[src/rtl/draw_sequencer.sv]
// draw_sequencer: runs the fill engine then the shape engine on one start,
// muxes the active pixel stream to the VGA port, clips it and counts plots.
//
// Ports:
//   clk, rst                 clock, async active-high reset
//   start / done             top-level request, held until done
//   fill_start / fill_done   fill engine handshake
//   fill_x/y/colour/plot     fill engine pixel stream
//   draw_start / draw_done   shape engine handshake
//   draw_x/y/colour/plot     shape engine pixel stream
//   vga_x/y/colour/plot      registered pixel to the VGA adapter
//   plot_count               saturating count of forwarded plots
module draw_sequencer #(
  parameter int SCREEN_W    = 160,
  parameter int SCREEN_H    = 120,
  parameter bit CLEAR_FIRST = 1'b1,
  parameter int CNT_W       = 16
) (
  input  logic             clk,
  input  logic             rst,
  input  logic             start,
  output logic             done,
  output logic             fill_start,
  input  logic             fill_done,
  input  logic [7:0]       fill_x,
  input  logic [6:0]       fill_y,
  input  logic [2:0]       fill_colour,
  input  logic             fill_plot,
  output logic             draw_start,
  input  logic             draw_done,
  input  logic [7:0]       draw_x,
  input  logic [6:0]       draw_y,
  input  logic [2:0]       draw_colour,
  input  logic             draw_plot,
  output logic [7:0]       vga_x,
  output logic [6:0]       vga_y,
  output logic [2:0]       vga_colour,
  output logic             vga_plot,
  output logic [CNT_W-1:0] plot_count
);

  localparam logic [31:0] W_LIM = SCREEN_W;
  localparam logic [31:0] H_LIM = SCREEN_H;

  typedef enum logic [2:0] {
    S_IDLE,
    S_FILL,
    S_GAP,
    S_DRAW,
    S_DONE
  } state_t;

  state_t state;
  state_t state_n;

  logic             src_take;
  logic [7:0]       src_x;
  logic [6:0]       src_y;
  logic [2:0]       src_c;
  logic             src_plot;
  logic             src_vis;
  logic             cnt_clr;
  logic [CNT_W-1:0] cnt_n;

  always_ff @(posedge clk or posedge rst) begin
    if (rst) begin
      state <= S_IDLE;
    end else begin
      state <= state_n;
    end
  end

  // Dropping start anywhere but IDLE abandons the
  // sequence; it takes priority over engine done.
  always_comb begin
    state_n = state;
    unique case (state)
      S_IDLE: begin
        if (start) begin
          state_n = CLEAR_FIRST ? S_FILL : S_DRAW;
        end
      end
      S_FILL: begin
        if (!start) begin
          state_n = S_IDLE;
        end else if (fill_done) begin
          state_n = S_GAP;
        end
      end
      S_GAP: begin
        state_n = start ? S_DRAW : S_IDLE;
      end
      S_DRAW: begin
        if (!start) begin
          state_n = S_IDLE;
        end else if (draw_done) begin
          state_n = S_DONE;
        end
      end
      S_DONE: begin
        if (!start) begin
          state_n = S_IDLE;
        end
      end
      default: state_n = S_IDLE;
    endcase
  end

  // The source is chosen by the state held during the
  // sampling cycle, so the pixel presented alongside an
  // engine's done is still forwarded.
  always_comb begin
    src_take = 1'b0;
    src_x    = '0;
    src_y    = '0;
    src_c    = '0;
    src_plot = 1'b0;
    unique case (1'b1)
      (state == S_FILL): begin
        src_take = 1'b1;
        src_x    = fill_x;
        src_y    = fill_y;
        src_c    = fill_colour;
        src_plot = fill_plot;
      end
      (state == S_DRAW): begin
        src_take = 1'b1;
        src_x    = draw_x;
        src_y    = draw_y;
        src_c    = draw_colour;
        src_plot = draw_plot;
      end
      default: begin
      end
    endcase
  end

  always_comb begin
    src_vis = src_plot
            & ({24'd0, src_x} < W_LIM)
            & ({25'd0, src_y} < H_LIM);
  end

  // Count tracks vga_plot on the same edge, so done and
  // the final count appear together.
  always_comb begin
    cnt_clr = (state == S_IDLE) & start;
    cnt_n   = plot_count;
    if (cnt_clr) begin
      cnt_n = '0;
    end else if (src_vis && !(&plot_count)) begin
      cnt_n = plot_count + CNT_W'(1);
    end
  end

  always_ff @(posedge clk or posedge rst) begin
    if (rst) begin
      done       <= 1'b0;
      fill_start <= 1'b0;
      draw_start <= 1'b0;
      vga_x      <= '0;
      vga_y      <= '0;
      vga_colour <= '0;
      vga_plot   <= 1'b0;
      plot_count <= '0;
    end else begin
      done       <= (state_n == S_DONE);
      fill_start <= (state_n == S_FILL);
      draw_start <= (state_n == S_DRAW);
      vga_plot   <= src_vis;
      if (src_take) begin
        vga_x      <= src_x;
        vga_y      <= src_y;
        vga_colour <= src_c;
      end
      plot_count <= cnt_n;
    end
  end

endmodule
[config.mk]
export PLATFORM = sky130hd
export DESIGN_NAME = draw_sequencer
export DESIGN_NICKNAME = d
export VERILOG_FILES = /design/src/rtl/draw_sequencer.sv
export SDC_FILE = /design/constraint.sdc
export NUM_CORES = 1
export LEC_CHECK = 0
export CORE_MARGIN = 1.5
export CORE_UTILIZATION = 30
export CTS_BUF_LIST = sky130_fd_sc_hd__clkbuf_16
export DETAILED_ROUTE_END_ITERATION = 16
export HOLD_SLACK_MARGIN = 0.15
export PLACE_DENSITY_LB_ADDON = 0.15
export SLEW_MARGIN = 20
export SYNTH_ARGS = -nofsm -noshare
export SYNTH_HDL_FRONTEND = slang
export SYNTH_SLANG_ARGS = --single-unit
[constraint.sdc]
create_clock -name clk -period 2.6 [get_ports clk]
set_input_delay 0.52 -clock clk [delete_from_list [all_inputs] [get_ports clk]]
set_output_delay 0.52 -clock clk [all_outputs]
set_load 0.01 [all_outputs]
**Word level (Yosys, flattened, before mapping)**

Cells that the tools add are included.

- Add/subtract/negate cells: 1
- $lt $le $gt $ge: 2
- Equal/unequal tests: 7
- Muxes and demuxes: 15
- Bitwise gates (word level): 3
- Reduce and logical (&&, ||, !) cells: 6

Operator list:

| operator | number |
|---|---|
| $mux 16 | 2 |
| $mux 3 | 6 |
| $add 16x1->16 const B | 1 |
| $pmux 8 s2 | 1 |
| $reduce_and 16->1 | 1 |
| $pmux 3 s5 | 1 |
| $pmux 7 s2 | 1 |
| $eq 3x2->1 const B | 3 |
| $lt 8x8->1 const B | 1 |
| $lt 7x7->1 const B | 1 |
| $eq 3x1->1 const B | 2 |
| $eq 3x3->1 const B | 2 |
| $pmux 3 s2 | 1 |
| $and 1x1->1 | 3 |
| $logic_not 3->1 | 1 |
| $mux 2 | 1 |
| $pmux 1 s2 | 1 |
| $reduce_bool 2->1 | 1 |
| $reduce_or 2->1 | 1 |
| $logic_and 1x1->1 | 1 |
| $logic_not 1->1 | 1 |
| $mux 1 | 1 |

- Register bits: 41

**Longest topological paths before layout**

Gate-level depths: netlist of the first run.

- Depth after elaboration: 8
- Mapped depth: 8

**Least setup slack after synthesis of the first run**

OpenSTA, ideal clock, no wires.

- Path kind: register to register
- From: register state[2]
- To: register plot_count[7]
- Library setup time: 0.079 ns
- Arrival time: 1.919 ns
- Path slack: 0.602 ns
- Stages on the path, launching flop included: 7
- Path buffers: 1
- Clock period less this slack: 1.998 ns
- Cells stage by stage: dfrtp_1 and2b_4 o21ai_2 or4_4 buf_6 or4_1 a21oi_1

- Longest elaborated chain between the ends: 7

Ends and longest elaborated chain:

| what | RTL line | text |
|---|---|---|
| start: declaration | 53 | `state_t state;` |
| start signal: assignment | 69 | `state <= state_n;` |
| $eq 3x2->1 / $eq 3x1->1 (equally long branches) | 126, 119 |  |
| $pmux 8 s2 | 118 | `unique case (1'b1)` |
| $lt 8x8->1 | 140 | `& ({24'd0, src_x} < W_LIM)` |
| $and 1x1->1 | 140 |  |
| $and 1x1->1 | 141 | `& ({25'd0, src_y} < H_LIM);` |
| $logic_and 1x1->1 | 151 | `end else if (src_vis && !(&plot_count)) begin` |
| $reduce_bool 2->1 (no source line) | -- |  |
| end signal: assignment | 176 | `plot_count <= cnt_n;` |
| end: declaration | 39 | `output logic [CNT_W-1:0] plot_count` |

Several ways; a longest one is shown, not always the timed one.
A chain may end at the register's enable or synchronous reset.

**Final worst setup path of the first run**

- From: input fill_x[6]
- To: register plot_count[6]

- Longest elaborated chain between the ends: 6

Ends and longest elaborated chain:

| what | RTL line | text |
|---|---|---|
| start: declaration | 25 | `input logic [7:0] fill_x,` |
| $pmux 8 s2 | 118 |  |
| $lt 8x8->1 | 140 |  |
| $and 1x1->1 | 140 |  |
| $and 1x1->1 | 141 |  |
| $logic_and 1x1->1 | 151 |  |
| $reduce_bool 2->1 (no source line) | -- |  |

Every way passes these cells.

==> impl_metrics.json, run 1 <==
{
  "crit_fanout": 20,
  "syn_nets": 259,
  "place_hpwl_mm": 3.86,
  "rrSetupSlack_ps": 390,
  "clk_pin_slew_ps": 60,
  "die-area_um2": 7410,
  "diodes": 0,
  "tightest_slew_ps": 1010,
  "syn_area_um2": 2070,
  "grt_pass1_vias": 1825,
  "cts_buffers": 5,
  "hold_viol": 0,
  "finish.instance_area_um2": 3120,
  "finalWirelength_mm": 5.19,
  "synthTopCellsByArea": "dfrtp_1 50%, mux2i_1 11%, nand2_1 5.6%, o21ai_0 4.6%, nand3_1 2.9%",
  "skew_ps": 3.10,
  "synth_edf_count": 0,
  "start_util_pct": 30.8,
  "busiest_layer": "met2",
  "numClockSinks": 41,
  "clk_latency_ps": 280,
  "cts_tree": "yes",
  "synth_top_flop_cell": "dfrtp_1",
  "finalSetupViolCount": 0,
  "gp_congestion": 0.772,
  "core_area_um2": 6720,
  "drc_errors": 0,
  "drt_iter0_drc": 59,
  "rsz0062_at_grt": "no",
  "synth_area_leader_cell": "dfrtp_1",
  "vdd_ir_drop_max_mv": 0.322,
  "critical-path-top-delay-family": "simple AND/OR/NAND/NOR gates",
  "synth_top_area_share_pct": 49.5,
  "r2r_start": "state[1]$_DFF_PP0_",
  "clock.fmax_ghz": 0.443,
  "min_from": "vga_x[4]$_DFFE_PP0P_",
  "wl_per_cell_um": 13.8,
  "synth_xor_area_share_pct": 0,
  "post-place-cells": 369,
  "cp_num_buf_inv": 1,
  "cp.required_ps": 2810,
  "htree_levels": 2,
  "status": "completed",
  "nets": 340,
  "grt_util_all_layers_pct": 15.3,
  "ys_seq_area_share_pct": 49.5,
  "postCtsResizedCells": 0,
  "fin_cells": 377,
  "crit_slowest_cell": "or4_4",
  "syn_to_final_growth_pct": 50.4,
  "avgSynthCellArea_um2": 9.64,
  "grt_remaining_overflow": 0,
  "power_mw": 1.68,
  "relSlewSlack_pct": 33.0,
  "post-route-period-util_pct": 86.8,
  "crit_path_cell_trace": "clkdlybuf4s50_1, nor2_1, o21ai_2, or4_4, or4_1, a21oi_1",
  "fin_tns_setup_ps": 0,
  "slowest_delay_ps": 640,
  "syn_inst": 215,
  "synth_compound_area_share_pct": 12.3,
  "die_h_um": 86.1,
  "antenna_found_initial": 0,
  "synth_warnings": 0,
  "synth_most_common_cell": "dfrtp_1",
  "power.density_nw_per_um2": 540,
  "leakagePower_nw": 1.26,
  "grt_max_degree": 33,
  "async_flop_share_pct": 100,
  "rows": 30,
  "synth-simple-area-share_pct": 23.0,
  "dpl_cell_area_um2": 2980,
  "crit_start": "fill_x[6]",
  "maxCapViolations": 0,
  "yosys_register_bits": 41,
  "fp.dieW_um": 86.1,
  "critPathLaunchType": "input pin",
  "firstDrtPassIters": 4,
  "finalCriticalPeriod_ps": 2260,
  "viasPerCell": 4.97,
  "cts_buffer_depth": 2,
  "synth_top_family_by_area": "simple AND/OR/NAND/NOR gates",
  "critPathCaptureType": "flip-flop",
  "critPathKind": "input pin to flip-flop",
  "fin_util_pct": 46.4,
  "use_met3_pct": 5.87,
  "grt_use_met1_pct": 19.3,
  "met2_usage_pct": 25.0,
  "vias": 1875,
  "arrival_ps": 2460,
  "postCtsHoldBufs": 0,
  "grt_pass1_wl_mm": 8.91,
  "layout-drive-gt1-share_pct": 5.39,
  "synth_common_cells": "41 x dfrtp_1, 31 x nand2_1, 22 x mux2i_1, 19 x o21ai_0, 12 x nand3_1",
  "synth_mux_area_share_pct": 11.2,
  "ioPinCount": 81,
  "synth_cell_type_count": 36,
  "clock-root-buffer": "clkbuf_16",
  "cts_setup_buffers": 0,
  "worstHoldPathType": "flip-flop to flip-flop",
  "fillCellCount": 652,
  "synthAdderAreaFrac_pct": 0.604,
  "ant_nets": 0,
  "port_buffers": 80,
  "finalMaxSlewViolations": 0
}
-- worst reg2reg max path, cell delays in order (launching register included) --
cell and delay, ps:
dfrtp_1 570, nand2b_1 200, o21ai_2 70, or4_4 640, or4_1 510, a21oi_1 150
-- cell usage in the layout (no fill, tap or decap), types with 2 or more instances in the layout --
cell type / Yosys / routed
o31ai_1: 7 / 7
and3_1: 5 / 5
inv_1: 4 / 3
nand4_1: 3 / 3
o21ai_0: 19 / 19
nor2b_1: 4 / 4
clkdlybuf4s50_1: 0 / 80
nand2_1: 31 / 31
nor3_1: 3 / 3
clkinv_1: 1 / 4
nand3_1: 12 / 12
or4_1: 6 / 6
and2_1: 2 / 2
and4_1: 2 / 2
a31oi_1: 3 / 3
mux2i_1: 22 / 22
buf_4: 0 / 4
nand2b_1: 8 / 8
dfrtp_1: 41 / 41
clkbuf_16: 0 / 5
a21oi_1: 11 / 11
nor2_1: 7 / 7
-- path summary, 6_finish.rpt --
| path | depth (start not counted) | endpoint |
|---|---|---|
| max | 6 | plot_count[6]$_DFFE_PP0P_ |
| min | 2 | vga_x[4]$_DFFE_PP0P_ |
| max reg2reg | 5 | plot_count[6]$_DFFE_PP0P_ |
| min reg2reg | 2 | vga_x[4]$_DFFE_PP0P_ |
| max in group asynchronous | 3 | vga_x[7]$_DFFE_PP0P_ |
| min in group asynchronous | 2 | vga_colour[0]$_DFFE_PP0P_ |
-- layout make-up --
type / instances / area, um2 / share of cell area [%]
Multi-Input combinational cell: 158 / 982 / 31.5
Inverter: 5 / 18.8 / 0.602
Clock buffer: 5 / 125 / 4.02
Sequential cell: 41 / 1030 / 32.9
Tap cell: 80 / 100 / 3.21
Clock inverter: 3 / 12.5 / 0.402
Timing Repair Buffer: 85 / 851 / 27.3
-- sequential cells by signal, summed over array words and instances (netlist names) --
signal	flops
vga_y	7
plot_count	16
vga_x	8
vga_plot	1
draw_start	1
fill_start	1
done	1
vga_colour	3
state	3
-- per-stage QoR --
| stage | hold WS [ps] | setup slack, ps |
|---|---|---|
| 2_1_floorplan | 516 | 602 |
| 3_3_place_gp | 465 | 90.2 |
| 3_5_place_dp | 470 | 72.3 |
| 4_1_cts | 483 | 359 |
| 5_1_grt | 512 | 168 |
| 6_report | 480 | 344 |
-- where the power goes --
part,leakage (nW),switching [mW],internal [mW]
clock,0.0687,0.240,0.347
sequential,0.534,0.0395,0.697
combinational,0.654,0.155,0.206
-- metal layers --
metal	vias to the layer above	routed length [um]
met5	-	0
met4	0	58
met3	7	294
met2	41	2440
met1	888	2400
li1	939	-
-- cell families (layout without fill, tap and decap cells) --
family,Yosys count,count (layout)
AOI/OAI and AO/OA,44,44
buffers and inverters,16,98
DFF,41,41
muxes,23,23
adders and majority gates,1,1
and+or+nand+nor,90,90
No activity file was read; power rests on OpenSTA's default activity.
==> run 2, diff against run 1 <==
--- a/config.mk
+++ b/config.mk
@@ -5,6 +5,7 @@
 export SDC_FILE = /design/constraint.sdc
 export NUM_CORES = 1
 export LEC_CHECK = 0
+export CAP_MARGIN = 25
 export CORE_MARGIN = 1.5
 export CORE_UTILIZATION = 30
 export CTS_BUF_LIST = sky130_fd_sc_hd__clkbuf_16
==> run 2 against run 1 <==
Compared with the run above:
- clock skew about the same
- register-to-register slack is essentially flat
- clock power barely moved
- worst hold slack barely moved
- sequential power barely moved
- utilization increased by 0.17 points
==> impl_metrics.json, run 2 (synthesis gave the netlist of run 1 again) <==
{
  "status": "completed",
  "finalMaxSlewViolations": 0,
  "hold_viol": 0,
  "power_frac_seq_pct": 43.7,
  "cts_buffers": 5,
  "largest_register_ffs": 16,
  "diodes": 0,
  "clk_latency_ps": 280,
  "combPwrFrac_pct": 21.5,
  "final_common_cell": "clkdlybuf4s50_1",
  "rsz0062_at_grt": "no",
  "reg_top3": "plot_count: 16 flops, vga_x: 8 flops, vga_y: 7 flops",
  "maxCapViolations": 0,
  "final_cell_mix": "80 x clkdlybuf4s50_1, 41 x dfrtp_1, 31 x nand2_1",
  "nets": 341,
  "fin_tns_setup_ps": 0,
  "port_buffers": 80,
  "gp_congestion": 0.772,
  "layout-drive-gt1-share_pct": 5.70,
  "fin_util_pct": 46.5,
  "place_ws_ps": 72.3,
  "postCtsResizedCells": 0,
  "die-area_um2": 7410,
  "p_int_mw": 1.25,
  "critPathCaptureType": "flip-flop",
  "clock-root-buffer": "clkbuf_16",
  "grt_pass1_vias": 1825,
  "worstHoldPathType": "flip-flop to flip-flop",
  "clock.fmax_ghz": 0.443,
  "cts_setup_buffers": 0,
  "relSlewSlack_pct": 54.8,
  "critPathLaunchType": "input pin",
  "drt_iter0_drc": 76,
  "post-route-period-util_pct": 86.8,
  "finalCriticalPeriod_ps": 2260,
  "firstDrtPassIters": 4,
  "viasPerCell": 4.95,
  "leakagePower_nw": 1.26,
  "cp.required_ps": 2810,
  "fp.dieW_um": 86.1,
  "grt_util_all_layers_pct": 15.3,
  "top_register": "plot_count",
  "start_util_pct": 30.8,
  "rows": 30,
  "cts_buffer_depth": 2,
  "post-place-cells": 369,
  "vias": 1872,
  "power.density_nw_per_um2": 539,
  "finalSetupViolCount": 0,
  "place_hpwl_mm": 3.86,
  "p_clk_share_pct": 34.8,
  "drc_errors": 0,
  "ant_nets": 0,
  "syn_to_final_growth_pct": 50.9,
  "holdWs_ps": 479,
  "fillCellCount": 653,
  "reg2regPathDepth": 5,
  "critPathKind": "input pin to flip-flop",
  "grt_pass1_wl_mm": 8.91,
  "antenna_found_initial": 0,
  "die_h_um": 86.1,
  "postCtsHoldBufs": 0,
  "wl_per_cell_um": 13.7,
  "arrival_ps": 2460,
  "clk_pin_slew_ps": 60,
  "p_switching_uw": 434,
  "htree_levels": 2,
  "grt_remaining_overflow": 0,
  "hold_depth": 2,
  "numClockSinks": 41,
  "grt_max_degree": 33,
  "ioPinCount": 81,
  "p_sw_share_pct": 25.7,
  "skew_ps": 3.11,
  "worst_slack_ps": 344,
  "vdd_ir_drop_max_mv": 0.321,
  "finalWirelength_mm": 5.18,
  "tightest_slew_ps": 674,
  "fin_cells": 378,
  "core_area_um2": 6720,
  "crit_fanout": 20,
  "cts_tree": "yes"
}
-- run 2: cell count changes in the layout (fill, tap and decap cells not counted), sizes merged --
cell  before  now
buf        5    6
-- run 2: worst paths after layout --
kind / startpoint / end / slack, ps
setup / recovery: fill_x[6] / plot_count[6]$_DFFE_PP0P_ / 340
hold / removal: vga_x[1]$_DFFE_PP0P_ / vga_x[1]$_DFFE_PP0P_ / 480
setup reg to reg: state[1]$_DFF_PP0_ / plot_count[6]$_DFFE_PP0P_ / 380
hold reg to reg: vga_x[1]$_DFFE_PP0P_ / vga_x[1]$_DFFE_PP0P_ / 480
max in group asynchronous: rst / vga_x[7]$_DFFE_PP0P_ / 1530
min in group asynchronous: rst / vga_colour[0]$_DFFE_PP0P_ / 560
-- run 2: area by class of cell --
type                            instances  area (um2)  area share [%]
Sequential cell                        41        1030            32.8
Inverter                                5        18.8           0.600
Clock inverter                          3        12.5           0.400
Tap cell                               80         100            3.20
Clock buffer                            5         125            4.00
Multi-Input combinational cell        158         982            31.4
Timing Repair Buffer                   86         862            27.6
-- run 2: per-stage QoR --
stage	area (um2)	power (mW)
3_3_place_gp	2980	1.11
6_report	3130	1.69
2_1_floorplan	2070	0.892
3_5_place_dp	2980	1.11
4_1_cts	3120	1.71
5_1_grt	3130	1.78
-- run 2: metal layers --
metal	routed length [um]	global-route usage, %	up-vias
li1	-	-	941
met1	2380	19.3	883
met2	2440	25.0	41
met3	294	5.87	7
met4	58	3.52	0
met5	0	0	-
-- run 2: power by group through the flow --
stage          clock network, mW  registers, mW  logic, mW
2_1_floorplan                  0          0.768      0.124
5_1_grt                    0.638          0.746      0.399
3_5_place_dp                   0          0.747      0.366
4_1_cts                    0.610          0.737      0.367
6_report                   0.587          0.736      0.363
3_3_place_gp                   0          0.746      0.365
-- run 2: critical path: stages --
cell and delay [ps]:
clkdlybuf4s50_1 420, nor2_1 160, o21ai_2 60, or4_4 640, or4_1 510, a21oi_1 150
